==> src/rtl/pipe_accmul_unit.sv <==
// pipe_accmul_unit: 3-stage valid/ready pipeline (tag add, accumulate, multiply).
// Define PIPE_ACC_SAT_EN for a saturating accumulator with a sticky ovf flag.
module pipe_accmul_unit #(
    parameter int W    = 8,
    parameter int CW   = 6,
    parameter bit DOWN = 1'b1
) (
    input  logic             clk,
    input  logic             reset,
    input  logic             clr,
    input  logic             in_valid,
    output logic             in_ready,
    input  logic [W-1:0]     a,
    input  logic [W-1:0]     b,
    output logic             out_valid,
    input  logic             out_ready,
    output logic [W-1:0]     s1,
    output logic [2*W-1:0]   s2,
    output logic             ovf
);

    logic          v1, v2, v3;
    logic          adv1, adv2, adv3, accept;
    logic [CW-1:0] c, c_base, c_next;
    logic [W-1:0]  r1, r2, k1, d, b2, acc, acc_base, acc_new;

    assign adv3      = !v3 || out_ready;
    assign adv2      = !v2 || adv3;
    assign adv1      = !v1 || adv2;
    assign in_ready  = reset && adv1;
    assign accept    = in_valid && in_ready;
    assign out_valid = v3;

    // A clear in the same cycle as an accept tags that sample 0 and steps from 0
    assign c_base   = clr ? '0 : c;
    assign c_next   = DOWN ? c_base - CW'(1) : c_base + CW'(1);
    assign acc_base = clr ? '0 : acc;

`ifdef PIPE_ACC_SAT_EN
    logic [W:0] sum;
    assign sum     = {1'b0, acc_base} + {1'b0, d};
    assign acc_new = sum[W] ? '1 : sum[W-1:0];

    always_ff @(posedge clk or negedge reset) begin
        if (!reset) begin
            ovf <= 1'b0;
        end else if (clr) begin
            ovf <= 1'b0;
        end else if (adv3 && v2 && sum[W]) begin
            ovf <= 1'b1;
        end
    end
`else
    assign acc_new = acc_base + d;
    assign ovf     = 1'b0;
`endif

    always_ff @(posedge clk or negedge reset) begin
        if (!reset) begin
            c   <= '0;
            v1  <= 1'b0;
            v2  <= 1'b0;
            v3  <= 1'b0;
            r1  <= '0;
            r2  <= '0;
            k1  <= '0;
            d   <= '0;
            b2  <= '0;
            acc <= '0;
            s1  <= '0;
            s2  <= '0;
        end else begin
            if (accept) begin
                c <= c_next;
            end else if (clr) begin
                c <= '0;
            end

            if (adv1) begin
                v1 <= accept;
                if (accept) begin
                    r1 <= a;
                    r2 <= b;
                    k1 <= W'(c_base);
                end
            end

            if (adv2) begin
                v2 <= v1;
                if (v1) begin
                    d  <= r1 + k1;
                    b2 <= r2;
                end
            end

            if (adv3) begin
                v3 <= v2;
            end

            // s1/s2 only change on a stage-3 fire, so they hold under a stall
            if (adv3 && v2) begin
                acc <= acc_new;
                s1  <= acc_new;
                s2  <= (2*W)'(b2) * (2*W)'(d);
            end else if (clr) begin
                acc <= '0;
            end
        end
    end

endmodule

==> config.mk <==
export PLATFORM = sky130hd
export DESIGN_NAME = pipe_accmul_unit
export DESIGN_NICKNAME = d
export VERILOG_FILES = /design/src/rtl/pipe_accmul_unit.sv
export SDC_FILE = /design/constraint.sdc
export NUM_CORES = 1
export LEC_CHECK = 0
export CAP_MARGIN = 15
export CORE_UTILIZATION = 40
export DETAILED_ROUTE_END_ITERATION = 7
export HOLD_SLACK_MARGIN = 0.03
export MAX_ROUTING_LAYER = met4
export PLACE_DENSITY = 0.66
export SLEW_MARGIN = 20
export SYNTH_ARGS = -nofsm -noshare
export SYNTH_HDL_FRONTEND = slang
export SYNTH_SLANG_ARGS = --single-unit
==> constraint.sdc <==
create_clock -name clk -period 3.9 [get_ports clk]
set_input_delay 0.78 -clock clk [delete_from_list [all_inputs] [get_ports clk]]
set_output_delay 0.78 -clock clk [all_outputs]
set_load 0.02 [all_outputs]
# Yosys cells after proc, flatten, opt, wreduce, memory -nomap -nowiden

Cells that the tools add are included.

Mux-type cells: 4
Multiply operators: 1
Add/subtract/negate cells: 3
Reduce and logical (&&, ||, !) cells: 11

Operator list:

| kind                | number |
|---|---|
| $mul 8x8->16        | 1 |
| $mux 8              | 2 |
| $mux 6              | 2 |
| $add 8x6->8         | 1 |
| $add 8x8->8         | 1 |
| $sub 6x1->6 const B | 1 |
| $reduce_and 2->1    | 2 |
| $logic_and 1x1->1   | 3 |
| $logic_not 1->1     | 3 |
| $logic_or 1x1->1    | 3 |

Output and inout bits: 27
Bits in registers: 79
Input bits: 21

# Logic depth before layout (Yosys ltp)

Gate-level depths: netlist (run 1).

Word-level depth: 7
Mapped depth: 16
Depth with buffers taken out: 16

# Least setup slack after synthesis (run 1)

No wires, ideal clock.

Path kind: reg-to-reg
Start: reg d[7]
End: reg s2[13]
Period minus slack after synthesis: 4.236 ns
Setup slack: -0.336 ns
Arrival time: 4.144 ns
Setup time: 0.092 ns
Stages on the path, launching flop included: 17
Buffers on the path: 1
Path through: dfrtp_1 -> clkbuf_1 -> nand2_1 -> fa_1 -> fa_1 -> inv_1 -> fa_1 -> inv_1 -> fa_1 -> inv_1 -> ha_1 -> o21a_2 -> o31ai_4 -> a31oi_4 -> o21ai_2 -> and3_1 -> o31ai_2

Word-level cells in the longest chain between the ends: 1

RTL lines:

| what                     | RTL line | source |
|---|---|---|
| start: declaration       | 25       | `logic [W-1:0] r1, r2, k1, d, b2, acc, acc_base, acc_new;` |
| start signal: assignment | 91       | `d <= r1 + k1;` |
| $mul 8x8->16             | 104      | `s2 <= (2*W)'(b2) * (2*W)'(d);` |
| end signal: assignment   | 104      |  |
| end: declaration         | 18       | `output logic [2*W-1:0] s2,` |

No other way between the ends.
A chain may end at the register's enable or synchronous reset.

# Worst setup path in the final report (run 1)

Start: reg d[2]
End: reg s2[15]

The elaborated chain is that of the path after synthesis.

==> impl_metrics.toml, run 1 <==
[finish]
nFillCells = 1265
drive_gt1_share_pct = 25.5
final_nets = 785
synthToLayoutAreaGrowth_pct = 28.3
antennaDiodeCount = 0
seqCellArea_sq_um = 1990
multi_input_area_sq_um = 3730

[flow_run]
maxCapViolCount = 0

[clocking]
htree_levels = 3
cts_tree = "yes"
cts_buffers = 9
root_buffer = "clkbuf_16"
max-clock-path-buffers = 2
cts.clk_slew.worst_paths_ps = 60
insertion_delay_ps = 350
clock_sinks = 79

[synthesis]
synth_nets = 677
synth_flop_cell = "dfrtp_1"
synth-seq-cells = 79
async_flop_share_pct = 100
synth_top_family_by_area = "adder cells"
synth-xor-area-share_pct = 2.43
synth_seq_area_share_pct = 34.2
yosysWarningCount = 0
synth_edf_count = 0
syn_area_sq_um = 5780
syn_area_per_cell_sq_um = 10.2
synth.distinct_cells = 51
synth_compound_area_share_pct = 10.6
synthAdderAreaFrac_pct = 24.0
syn_inst = 568
synth_mux_area_share_pct = 6.54
synth-simple-area-share_pct = 17.5

[critical_path]
cp.arrival_ps = 4230
end_kind = "register"
cp-start-kind = "register"
crit_required_ps = 4120
crit_type = "reg2reg"
path_max_fanout = 5

[status]
status = "finished, violations left"
violations = "negative setup slack"

[timing]
worst_clock_skew_ps = 6.99
fin_crit_ps = 4000
fmax_mhz = 250
setup_ws_ps = -104
worst_pin_slew_ps = 861
finalSetupViolCount = 7
timing.final.crit_share_pct = 103
relSlewSlack_pct = 42.5
rsz0062_at_grt = "true"
maxSlewViolCount = 0
setup_tns_ps = -421
timing.final.hold_violations = 0

[placed_design]
gp_congestion = 0.833
hpwl_mm = 9.00
port_buffers = 46

[routing]
ant_nets = 0
drtPass1Iterations = 4
vias = 4216
wl_met3_microns = 253
wl_mm = 12.0
via_per_inst = 4.91
drtIter0Drc = 141
avgRoutedWirePerCell_microns = 13.9
top_layer = "met4"
wl_met2_mm = 5.79
met1Wirelength_mm = 5.72
drcViolationCount = 0

[global_routing]
grt_util_all_layers_pct = 18.3
grt_overflow = 0
grt_antenna_before_repair = 0
grt_pass1_vias = 4478
grt_pass1_wl_mm = 20.6
grt_max_degree = 67

[die]
die_y_microns = 122
initial_core_util_pct = 41.3
ios = 48
coreArea_sq_um = 14000
rows = 43
dieArea_sq_um = 14900
die_w_microns = 122

[worst_hold_path]
hp-class = "in2async"
## path summary, 6_finish.rpt
check / startpoint / end / slack, ps / cells after the start
worst max-delay path: d[2]$_DFFE_PN0P_ / s2[15]$_DFFE_PN0P_ / -100 / 15
worst min-delay path: reset / s2[14]$_DFFE_PN0P_ / 290 / 1
worst max register to register: d[2]$_DFFE_PN0P_ / s2[15]$_DFFE_PN0P_ / -100 / 15
worst min register to register: s2[0]$_DFFE_PN0P_ / s2[0]$_DFFE_PN0P_ / 470 / 2
max in group asynchronous: reset / b2[4]$_DFFE_PN0P_ / 2440 / 2
min in group clk: s2[0]$_DFFE_PN0P_ / s2[0]$_DFFE_PN0P_ / 470 / 2
## worst max-delay path, stage by stage, from the launching register on
cell and delay (ps):
dfrtp_2 440, buf_6 140, and2_4 150, fa_2 380, fa_1 480, inv_1 50
fa_1 450, fa_1 540, inv_2 50, ha_4 260, o21a_4 200, o31ai_4 80
a31oi_4 160, o31ai_2 280, xnor2_1 150, o21ai_1 70
## registers in the layout (all words and copies together) (netlist names)
| name | flops |
|---|---|
| s2 | 16 |
| acc | 8 |
| b2 | 8 |
| d | 8 |
| r1 | 8 |
| r2 | 8 |
| s1 | 8 |
| c | 6 |
| k1 | 6 |
| out_valid | 1 |
| v1 | 1 |
| v2 | 1 |
## routing by layer
layer | up-vias | global-route usage [%]
li1 | 2100 | -
met1 | 2051 | 22.6
met2 | 50 | 29.9
met3 | 15 | 2.90
met4 | 0 | 7.01
met5 | - | -
## cell type report
| class | instances | area share, % |
|---|---|---|
| clock buffers | 9 | 3.04 |
| clock inverters | 5 | 1.11 |
| inverters | 57 | 2.89 |
| multi-input cells | 419 | 50.3 |
| flip-flops and latches | 79 | 26.8 |
| well taps | 180 | 3.04 |
| repair buffers | 110 | 12.8 |
## repair_timing
| item | 4_1_cts | 5_1_grt |
|---|---|---|
| gates resized for setup | 30 | 16 |
| pin swaps | 29 | 14 |
| hold endpoints to repair | 0 | 0 |
| setup endpoints to repair | 8 | 8 |
| buffers inserted | 11 | 9 |
| hold buffers | 0 | 0 |
## cell usage in the layout (no fill, tap or decap), types with 5 or more instances in the layout
cell / synthesis / routed
ha_4: 0 / 6
xor2_1: 5 / 5
clkbuf_16: 0 / 9
dfrtp_1: 79 / 68
nor2_1: 16 / 16
nand2_1: 81 / 76
ha_1: 50 / 43
nand2b_1: 9 / 9
and2_4: 0 / 8
nor3b_1: 6 / 6
nand2_2: 0 / 5
mux2_2: 26 / 26
fa_2: 0 / 5
inv_1: 57 / 51
a21oi_1: 10 / 9
o31ai_1: 6 / 5
o21ai_0: 24 / 20
buf_4: 1 / 62
xnor2_1: 11 / 11
clkdlybuf4s50_1: 0 / 45
dfrtp_2: 0 / 11
nor3_1: 6 / 6
fa_1: 38 / 33
inv_2: 0 / 6
o21ai_1: 8 / 9
and2_1: 48 / 40
nor2b_1: 16 / 15
## through the flow
step | hold WS [ps] | area (sq um) | instances | worst slack [ps] | util, %
5_1_grt | 305 | 7420 | 859 | -264 | 53.0
6_report | 293 | 7420 | 859 | -104 | 53.0
2_1_floorplan | 454 | 5880 | 568 | 5.73 | -
3_3_place_gp | 458 | 6830 | 825 | -145 | 48.8
3_5_place_dp | 463 | 6830 | 825 | -179 | 48.8
4_1_cts | 296 | 7300 | 850 | -43.7 | 52.2
## cell usage after synthesis, types with 2 or more instances
library cell	number	area, sq um
xnor2_1	11	96.3
buf_2	4	20.0
o21ai_0	24	120
clkbuf_1	8	30.0
nor2_1	16	60.1
xor2_1	5	43.8
nor3_1	6	30.0
dfrtp_1	79	1980
a211oi_1	3	22.5
nand3_1	3	15.0
o22ai_1	2	12.5
o31ai_4	3	63.8
nand2_1	81	304
o21a_1	3	22.5
nand3b_1	2	15.0
o31ai_2	2	25.0
o21ai_1	8	40.0
a21boi_1	4	30.0
a21oi_1	10	50.1
o21ai_2	2	17.5
nand4b_1	3	26.3
nand4_1	2	12.5
mux2_1	4	45.0
nor2b_1	16	100
or3_1	2	12.5
mux2_2	26	293
mux2i_1	4	40.0
and2_1	48	300
inv_1	57	214
nor3b_1	6	45.0
o31ai_1	6	45.0
a21o_1	2	15.0
fa_1	38	761
nand2b_1	9	56.3
ha_1	50	626
a21bo_2	4	40.0
## cells by family after synthesis
family | Yosys count
AOI/OAI and AO/OA | 82
xor gates and xnor gates | 16
adders and majority gates | 88
buffers and inverters | 70
DFF | 79
muxes | 34
other | 1
and+or+nand+nor | 198
Power of run 1 is left out: the tool's default activity adds up to more than one toggle a clock period on the data nets, which glitch-free logic cannot reach.
==> run 2: changes to the inputs <==
--- a/config.mk
+++ b/config.mk
@@ -11,7 +11,6 @@
 export HOLD_SLACK_MARGIN = 0.03
 export MAX_ROUTING_LAYER = met4
 export PLACE_DENSITY = 0.66
-export SLEW_MARGIN = 20
 export SYNTH_ARGS = -nofsm -noshare
 export SYNTH_HDL_FRONTEND = slang
 export SYNTH_SLANG_ARGS = --single-unit
==> results of run 2 <==
Same layout as run 1: the final DEF is identical, and so are final timing and power.
Power of run 2 is left out for the same reason.
==> run 3: changes to the inputs <==
--- a/config.mk
+++ b/config.mk
@@ -11,6 +11,7 @@
 export HOLD_SLACK_MARGIN = 0.03
 export MAX_ROUTING_LAYER = met4
 export PLACE_DENSITY = 0.66
+export SETUP_SLACK_MARGIN = 0.05
 export SYNTH_ARGS = -nofsm -noshare
 export SYNTH_HDL_FRONTEND = slang
 export SYNTH_SLANG_ARGS = --single-unit
==> impl_metrics.toml, run 3 (synthesis gave the netlist of run 1 again) <==
[timing]
fin_crit_ps = 4000
setup_ws_ps = -100
fmax_mhz = 250
relSlewSlack_pct = 38.6
timing.final.crit_share_pct = 103
finalSetupViolCount = 6
worst_pin_slew_ps = 919
maxSlewViolCount = 0
hold_slack_ps = 279
timing.final.hold_violations = 0
worst_clock_skew_ps = 8.27
rsz0062_at_grt = "true"

[critical_path]
cp.arrival_ps = 4230
crit_chain = "buf_6, and2_4, fa_1, fa_2, fa_1, inv_1, fa_1, inv_2, ha_4, o21a_1, o31ai_4, buf_6, o41ai_4, xnor2_1, o21ai_1"
cp-start-kind = "register"
path_max_fanout = 4
r2r_setup_slack_ps = -100
crit_type = "reg2reg"
crit_top_cell = "fa_1"
crit_required_ps = 4130
crit_slowest_cell = "fa_1"
end_kind = "register"
critPathMaxStageDelay_ps = 520

[die]
dieArea_sq_um = 14900
coreArea_sq_um = 14000
die_w_microns = 122
initial_core_util_pct = 41.3
rows = 43
ios = 48
die_y_microns = 122

[finish]
layout_commonest_cell = "nand2_1"
final_cell_mix = "77 x nand2_1, 68 x dfrtp_1, 56 x buf_4, 52 x inv_1, 46 x ha_1"
largest_reg_flops = 16
top_register = "s2"
final_nets = 782
drive_gt1_share_pct = 24.8
nFillCells = 1301
stdcell_area_sq_um = 7410
finish.utilization_pct = 53.0
synthToLayoutAreaGrowth_pct = 28.2
antennaDiodeCount = 0

[global_routing]
grt_pass1_vias = 4475
grt_max_degree = 67
grt_antenna_before_repair = 0
grt_pass1_wl_mm = 21.4
grt_overflow = 0
grt_util_all_layers_pct = 19.3

[routing]
drcViolationCount = 0
avgRoutedWirePerCell_microns = 14.3
via_per_inst = 4.90
drtIter0Drc = 136
ant_nets = 0
vias = 4203
wl_mm = 12.3
drtPass1Iterations = 4

[clocking]
cts_buffers = 9
insertion_delay_ps = 350
root_buffer = "clkbuf_16"
htree_levels = 3
cts.clk_slew.worst_paths_ps = 60
cts_tree = "yes"
max-clock-path-buffers = 2
holdBufCountCts = 0
clock_sinks = 79

[status]
status = "finished, violations left"
violations = "negative setup slack"

[flow_run]
maxCapViolCount = 0

[placed_design]
port_buffers = 46
gp_congestion = 0.808
hpwl_mm = 9.26
placed_area_sq_um = 6800

[worst_hold_path]
hp-class = "in2async"
[run 3: worst max-delay path: cells and delay by family (launching register included)]
kind            cells  cell delay, ps
fa+ha+maj           5            2230
simple gates        1             150
flops               1             430
compound gates      4             550
xor+xnor            1             160
buf+inv             4             350
[run 3: layout make-up]
class	instances	area, sq um	area share (%)
multi-input combinational	419	3740	50.5
sequential	79	1990	26.9
timing repair buffer	107	947	12.8
clock buffer	11	233	3.14
tap	180	225	3.04
inverter	57	214	2.89
clock inverter	5	57.6	0.777
[run 3: stage by stage]
stage / setup slack [ps] / std cells / setup TNS, ps
floorplan: 45.1 / 568 / 0
global placement: -174 / 821 / -732
detailed placement: -200 / 821 / -880
CTS: -95.9 / 854 / -267
global route: -230 / 858 / -1350
finish: -100 / 858 / -260
[run 3: metal layers]
layer | track usage, % | share of wire [%]
met5 | - | 0
met4 | 5.49 | 1.4
met3 | 4.12 | 2.5
met2 | 31.5 | 49
met1 | 24.0 | 47
[run 3: worst paths after layout]
check	start	to	cells past startpoint
max in group asynchronous	reset	b2[1]$_DFFE_PN0P_	2
min reg2reg	s1[0]$_DFFE_PN0P_	s1[0]$_DFFE_PN0P_	2
min in group clk	s1[0]$_DFFE_PN0P_	s1[0]$_DFFE_PN0P_	2
max reg2reg	d[3]$_DFFE_PN0P_	s2[14]$_DFFE_PN0P_	15
max	d[3]$_DFFE_PN0P_	s2[14]$_DFFE_PN0P_	15
min	reset	s2[14]$_DFFE_PN0P_	1
[run 3: timing repair]
| action | 4_1_cts | 5_1_grt |
|---|---|---|
| setup endpoints to repair | 8 | 9 |
| gates resized for setup | 27 | 22 |
| buffers inserted | 17 | 4 |
| pin swaps | 10 | 14 |
Power of run 3 is left out for the same reason.
